### src/rtl/if_id_queue.sv
// ============================================================================
// Module   : if_id_queue
// Brief    : IF/ID instruction-beat FIFO with valid/ready handshake and
//            redirect flush. Optional perf counters under IFQ_PERF_EN.
// Revision : 1.0 - initial release
// ============================================================================
`default_nettype none

module if_id_queue #(
    parameter int              DEPTH     = 4,
    parameter int              XLEN      = 32,
    parameter logic [XLEN-1:0] NOP_INSTR = 32'h00000013
) (
    input  logic                     clk,
    input  logic                     reset,
    input  logic                     in_valid,
    output logic                     in_ready,
    input  logic [XLEN-1:0]          in_pc,
    input  logic [XLEN-1:0]          in_instr,
    input  logic [XLEN-1:0]          in_pc_plus4,
    output logic                     out_valid,
    input  logic                     out_ready,
    output logic [XLEN-1:0]          out_pc,
    output logic [XLEN-1:0]          out_instr,
    output logic [XLEN-1:0]          out_pc_plus4,
    input  logic                     redirect,
    output logic [$clog2(DEPTH):0]   count,
    output logic                     full,
`ifdef IFQ_PERF_EN
    output logic [31:0]              perf_full_cycles,
    output logic [31:0]              perf_flushes,
`endif
    output logic                     empty
);

    localparam int AW = $clog2(DEPTH);
    localparam int CW = AW + 1;

    logic [XLEN-1:0] mem_pc_q    [DEPTH];
    logic [XLEN-1:0] mem_instr_q [DEPTH];
    logic [XLEN-1:0] mem_pc4_q   [DEPTH];

    logic [AW-1:0] rd_ptr_q, rd_ptr_d;
    logic [AW-1:0] wr_ptr_q, wr_ptr_d;
    logic [CW-1:0] count_q,  count_d;

    logic push;
    logic pop;

    assign full      = (count_q == CW'(DEPTH));
    assign empty     = (count_q == '0);
    assign in_ready  = !full;
    assign out_valid = !empty;
    assign count     = count_q;

    // A redirect cancels any handshake in the same cycle.
    assign push = in_valid  && in_ready  && !redirect;
    assign pop  = out_valid && out_ready && !redirect;

    always_comb begin
        rd_ptr_d = rd_ptr_q;
        wr_ptr_d = wr_ptr_q;
        count_d  = count_q;
        if (redirect) begin
            rd_ptr_d = '0;
            wr_ptr_d = '0;
            count_d  = '0;
        end else begin
            if (push) wr_ptr_d = wr_ptr_q + 1'b1;
            if (pop)  rd_ptr_d = rd_ptr_q + 1'b1;
            if (push && !pop)      count_d = count_q + 1'b1;
            else if (pop && !push) count_d = count_q - 1'b1;
        end
    end

    always_ff @(posedge clk) begin
        if (!reset) begin
            rd_ptr_q <= '0;
            wr_ptr_q <= '0;
            count_q  <= '0;
        end else begin
            rd_ptr_q <= rd_ptr_d;
            wr_ptr_q <= wr_ptr_d;
            count_q  <= count_d;
        end
    end

    // Storage needs no reset: the head is masked by empty.
    always_ff @(posedge clk) begin
        if (reset && push) begin
            mem_pc_q[wr_ptr_q]    <= in_pc;
            mem_instr_q[wr_ptr_q] <= in_instr;
            mem_pc4_q[wr_ptr_q]   <= in_pc_plus4;
        end
    end

    assign out_pc       = empty ? '0        : mem_pc_q[rd_ptr_q];
    assign out_instr    = empty ? NOP_INSTR : mem_instr_q[rd_ptr_q];
    assign out_pc_plus4 = empty ? '0        : mem_pc4_q[rd_ptr_q];

`ifdef IFQ_PERF_EN
    logic [31:0] perf_full_q;
    logic [31:0] perf_flush_q;

    always_ff @(posedge clk) begin
        if (!reset) begin
            perf_full_q  <= '0;
            perf_flush_q <= '0;
        end else begin
            if (full && in_valid && (perf_full_q != '1))
                perf_full_q <= perf_full_q + 32'd1;
            if (redirect && (perf_flush_q != '1))
                perf_flush_q <= perf_flush_q + 32'd1;
        end
    end

    assign perf_full_cycles = perf_full_q;
    assign perf_flushes     = perf_flush_q;
`endif

endmodule

`default_nettype wire

### config.mk
export PLATFORM = sky130hd
export DESIGN_NAME = if_id_queue
export DESIGN_NICKNAME = d
export VERILOG_FILES = /design/src/rtl/if_id_queue.sv
export SDC_FILE = /design/constraint.sdc
export NUM_CORES = 1
export LEC_CHECK = 0
export ABC_AREA = 1
export BUFFER_PORTS_ARGS = -buffer_cell sky130_fd_sc_hd__buf_2
export CORE_MARGIN = 4
export CORE_UTILIZATION = 40
export DETAILED_ROUTE_END_ITERATION = 10
export PLACE_DENSITY = 0.57
export SLEW_MARGIN = 15
export SYNTH_ARGS = -nofsm -noshare
export SYNTH_HDL_FRONTEND = slang
export SYNTH_SLANG_ARGS = --single-unit
export TNS_END_PERCENT = 10
### constraint.sdc
create_clock -name clk -period 8.3 [get_ports clk]
set_input_delay 2.075 -clock clk [delete_from_list [all_inputs] [get_ports clk]]
set_output_delay 2.075 -clock clk [all_outputs]
set_load 0.01 [all_outputs]
# --- Word level (Yosys, flattened, before mapping) ---
# Memories as Yosys holds them, arrays and structs flattened. A register that Yosys moved wholly into a read port is not among the register bits.
# Cells that the tools add are included.
# Widths: inputs -> output; s select.
word_totals:
  register_bits: 7
  latch_bits: 0
  ram_bits: 384
  mem_bits_ro: 0
  inputBits: 101
  out_inout_bits: 103
  elab_cells: 40
  mem_count: 3
memory_table:
  columns: ["memory", "depth", "width", "read_ports", "rd_ports_with_merged_regs", "write_ports", "line", "source"]
  rows:
  - ["mem_instr_q", 4, 32, 1, 1, 1, "40", "logic [XLEN-1:0] mem_instr_q [DEPTH];"]
  - ["mem_pc4_q", 4, 32, 1, 1, 1, "41", "logic [XLEN-1:0] mem_pc4_q [DEPTH];"]
  - ["mem_pc_q", 4, 32, 1, 1, 1, "39", "logic [XLEN-1:0] mem_pc_q [DEPTH];"]
op_classes:
  n_addsub: 4
  n_mul: 0
  div: 0
  order_cmp: 0
  n_eq_ne: 1
  shifts: 0
  n_mux: 13
  n_bitwise: 1
  n_reduce_logical: 15
op_table:
  columns: ["op", "count"]
  rows:
  - ["$mux 32", 3]
  - ["$mux 2", 6]
  - ["$logic_and 1x1->1", 7]
  - ["$mux 3", 2]
  - ["$logic_not 1->1", 5]
  - ["$add 2x1->2 const B", 2]
  - ["$add 3x1->3 const B", 1]
  - ["$eq 3x3->1 const B", 1]
  - ["$logic_not 3->1", 1]
  - ["$sub 3x1->3 const B", 1]
  - ["$mux 1", 2]
  - ["$reduce_bool 2->1", 1]
  - ["$reduce_or 2->1", 1]
  - ["$not 1->1", 1]

# --- Longest topological paths before layout ---
depth:
  ltp_word: 8
  depth_mapped: 13
  depth_no_buf: 13

# --- Worst setup path before layout ---
# No wires, ideal clock.
synth_timing:
  path_kind: "input to register"
  startpoint: "input port in_valid"
  endpoint: "memory mem_instr_q[0][0], enable pin"
  setup_ps: 552
  arrival_time_ps: 6495
  required_time_ps: 7748
  path_slack_ps: 1253
  path_stages: 4
  path_buffers: 0
  path_cell_list: "inv_1 nor2_1 nand3_1 nor2_1"
synth_between:
  elab_chain_len: 5
synth_rtl:
  columns: ["item", "line", "source"]
  rows:
  - ["from (decl)", "16", "input logic in_valid,"]
  - ["$logic_and 1x1->1 (2 in a row)", "57", "assign push = in_valid && in_ready && !redirect;"]
  - ["$logic_and 1x1->1", "90", "if (reset && push) begin"]
  - ["$mux 1", "90", null]
  - ["$mux 1 (not written as such)", "92", "mem_instr_q[wr_ptr_q] <= in_instr;"]
  - ["to (decl)", "40", null]
# No other way between the ends.

==> out/summary.txt <==
Via density: 4.93
Initial antenna violation count: 6
Total wire length: 35100 um
Status: finished clean
First-pass GRT wire length: 53700 um
Post-place setup slack: 2.94 ns
Die Span Y: 204 um
Gr ovfl total: 0
Measured slew at the worst slew-check pin: 1.04 ns
Num rows: 71
Biggest area consumer among synthesized cells: edfxtp_1
Final worst-path setup slack: 2.54 ns
Synth-to-layout area growth: 17.3%
Synthesized instance count: 1207
RSZ-0062 raised after global routing: no
Setup TNS: 0 ns
Avg Synthesized Cell Area: 12.7 um2
Seq/Total Area, Yosys: 0.763
Final Hold Fails: 0
Layout Cells excl Fill: 1937
Initial Utilization: 0.407
Arr. time, crit path: 3.69 ns
Layout Skew: 0.00965 ns
Root Driver: clkbuf_16
Share of cells above drive strength 1: 0.198
CTS tree: yes
Hold_buf cts: 0
Slew Viols, Final: 0
Routability Congestion: 0.740
Yosys cell types: 21
Maximum VDD drop: 152 uV
Final Power: 4130 uW
Ys Warns: 0
Final nets: 1503
Worst-path clk slew: 0.05 ns
Per-cell routed wire length: 18.1 um
Vias: 9546
CTS resizes: 0
Yosys reg bits: 393
Mapped cell area: 15400 um2
Total Routing Usage GR: 0.164
Post-DP HPWL: 19100 um
Crit path kind: reg2out
Buffers on Ports: 203
CP endpoint kind: output port
Syn nets: 1314
DRC Markers: 0
Max Clk Rate: 173 MHz
Leakage power: 0.00648 uW
Num CTS Buffers: 42
Core Box Area: 37800 um2
Synth area leaders: edfxtp_1, nor2_1, o21ai_0
IO Pins: 204
Number of global-route vias before repair: 9468
Fin crit share: 0.695
Flop-to-flop setup slack: 5.32 ns
Final setup violation count: 0
Fin util: 0.477
Power per cell area: 229 nW/um2
Max-cap viol count: 0
Clock Tree Buf Depth: 3
Placed cells: 1863
CTS Sinks: 393
Top-area cell type share of the netlist area: 0.751
Drt first pass iters: 4
Min-delay worst type: reg2reg
Slew HR: 0.306
Setup crit start kind: flip-flop
Largest net degree at the start of global routing: 75
Clk_lat worst skew: 0.54 ns
DR iter-0 viols: 556
Max FO, Critical Path: 57
Die width: 204 um
Post-CTS Setup Repair Bufs: 0
Tmin final: 5.76 ns
Clock H-tree levels: 2
Final ANT Viol Nets: 0
Overall die area: 41600 um2
Worst Path Required: 6.23 ns
## per-stage QoR
stage	hold WS, ns	instance area [um2]
finish	0.508	18000
global route	0.546	18000
CTS	0.510	18000
detailed placement	0.501	16700
global placement	0.489	16700
floorplan	0.467	15400
## cell usage after synthesis
cell      number
nand2_2        1
inv_1         17
a21oi_1      105
nor2_1       385
clkbuf_1      24
inv_2          3
nor3_1         1
dfxtp_1        9
nand3b_1       1
nand3_1        5
buf_6         10
xor2_1         1
nand2_1       27
edfxtp_1     384
o21ai_0      169
o21ai_1       20
ha_1           5
fa_1           1
buf_2         23
buf_1          5
buf_4         11
## worst max-delay path: stages, from the launching register on
cell	delay (ns)
dfxtp_4	0.78
clkinv_2	1.01
buf_4	0.64
nor2_1	0.18
o21ai_1	0.09
a21oi_1	0.25
buf_2	0.19
## registers in the layout, summed over array words and instances (netlist names), named ones only
register,cells
count,3
mem_instr_q,128
mem_pc4_q,128
mem_pc_q,128
rd_ptr_q,2
wr_ptr_q,2
## layer usage
layer	routed length, um	vias to the layer above	GRT usage
li1	-	4638	-
met1	15000	4612	0.213
met2	17300	215	0.280
met3	1930	71	0.0355
met4	793	10	0.0479
met5	64	-	0
## area by class of cell
cell class | count | area, um2
antenna | 3 | 7.51
clock buffer | 57 | 1170
clock inverter | 14 | 88.8
fill | 3376 | 19700
inverter | 20 | 80.1
multi-input combinational | 721 | 3180
sequential | 393 | 11700
tap | 511 | 639
timing repair buffer | 218 | 1130
## cell families (layout without fill, tap and decap cells)
group,Yosys count,after routing,share of synthesized area
DFF,393,393,0.763
AOI/OAI and AO/OA,294,294,0.0958
and+or+nand+nor,420,420,0.104
adders and majority gates,6,6,0.00538
xor gates and xnor gates,1,1,0.000570
other,0,3,0
buffers and inverters,93,309,0.0322
## power breakdown
group	switching, uW	total, uW	internal (uW)
sequential	6.65	2210	2200
combinational	140	206	66.0
clock	707	1720	1010
## final timing paths
kind | to | startpoint | depth (start not counted)
worst max-delay path | out_pc_plus4[26] | flip-flop | 6
worst min register to register | flip-flop | rd_ptr_q[1] | 2
worst max register to register | mem_pc_q[1][9] | count[0] | 6
worst min-delay path | flip-flop | rd_ptr_q[1] | 2
## layout by cell type, fill, tap and decap left out, types with 7 or more instances in the layout
cell type / n
o21ai_1: 20
dfxtp_1: 7
nor2_1: 381
buf_4: 15
buf_2: 203
inv_1: 17
clkinv_2: 10
o21ai_0: 169
edfxtp_1: 384
a21oi_1: 105
nand2_1: 27
clkbuf_1: 12
clkbuf_16: 45
(Power assumes the default switching activity.)
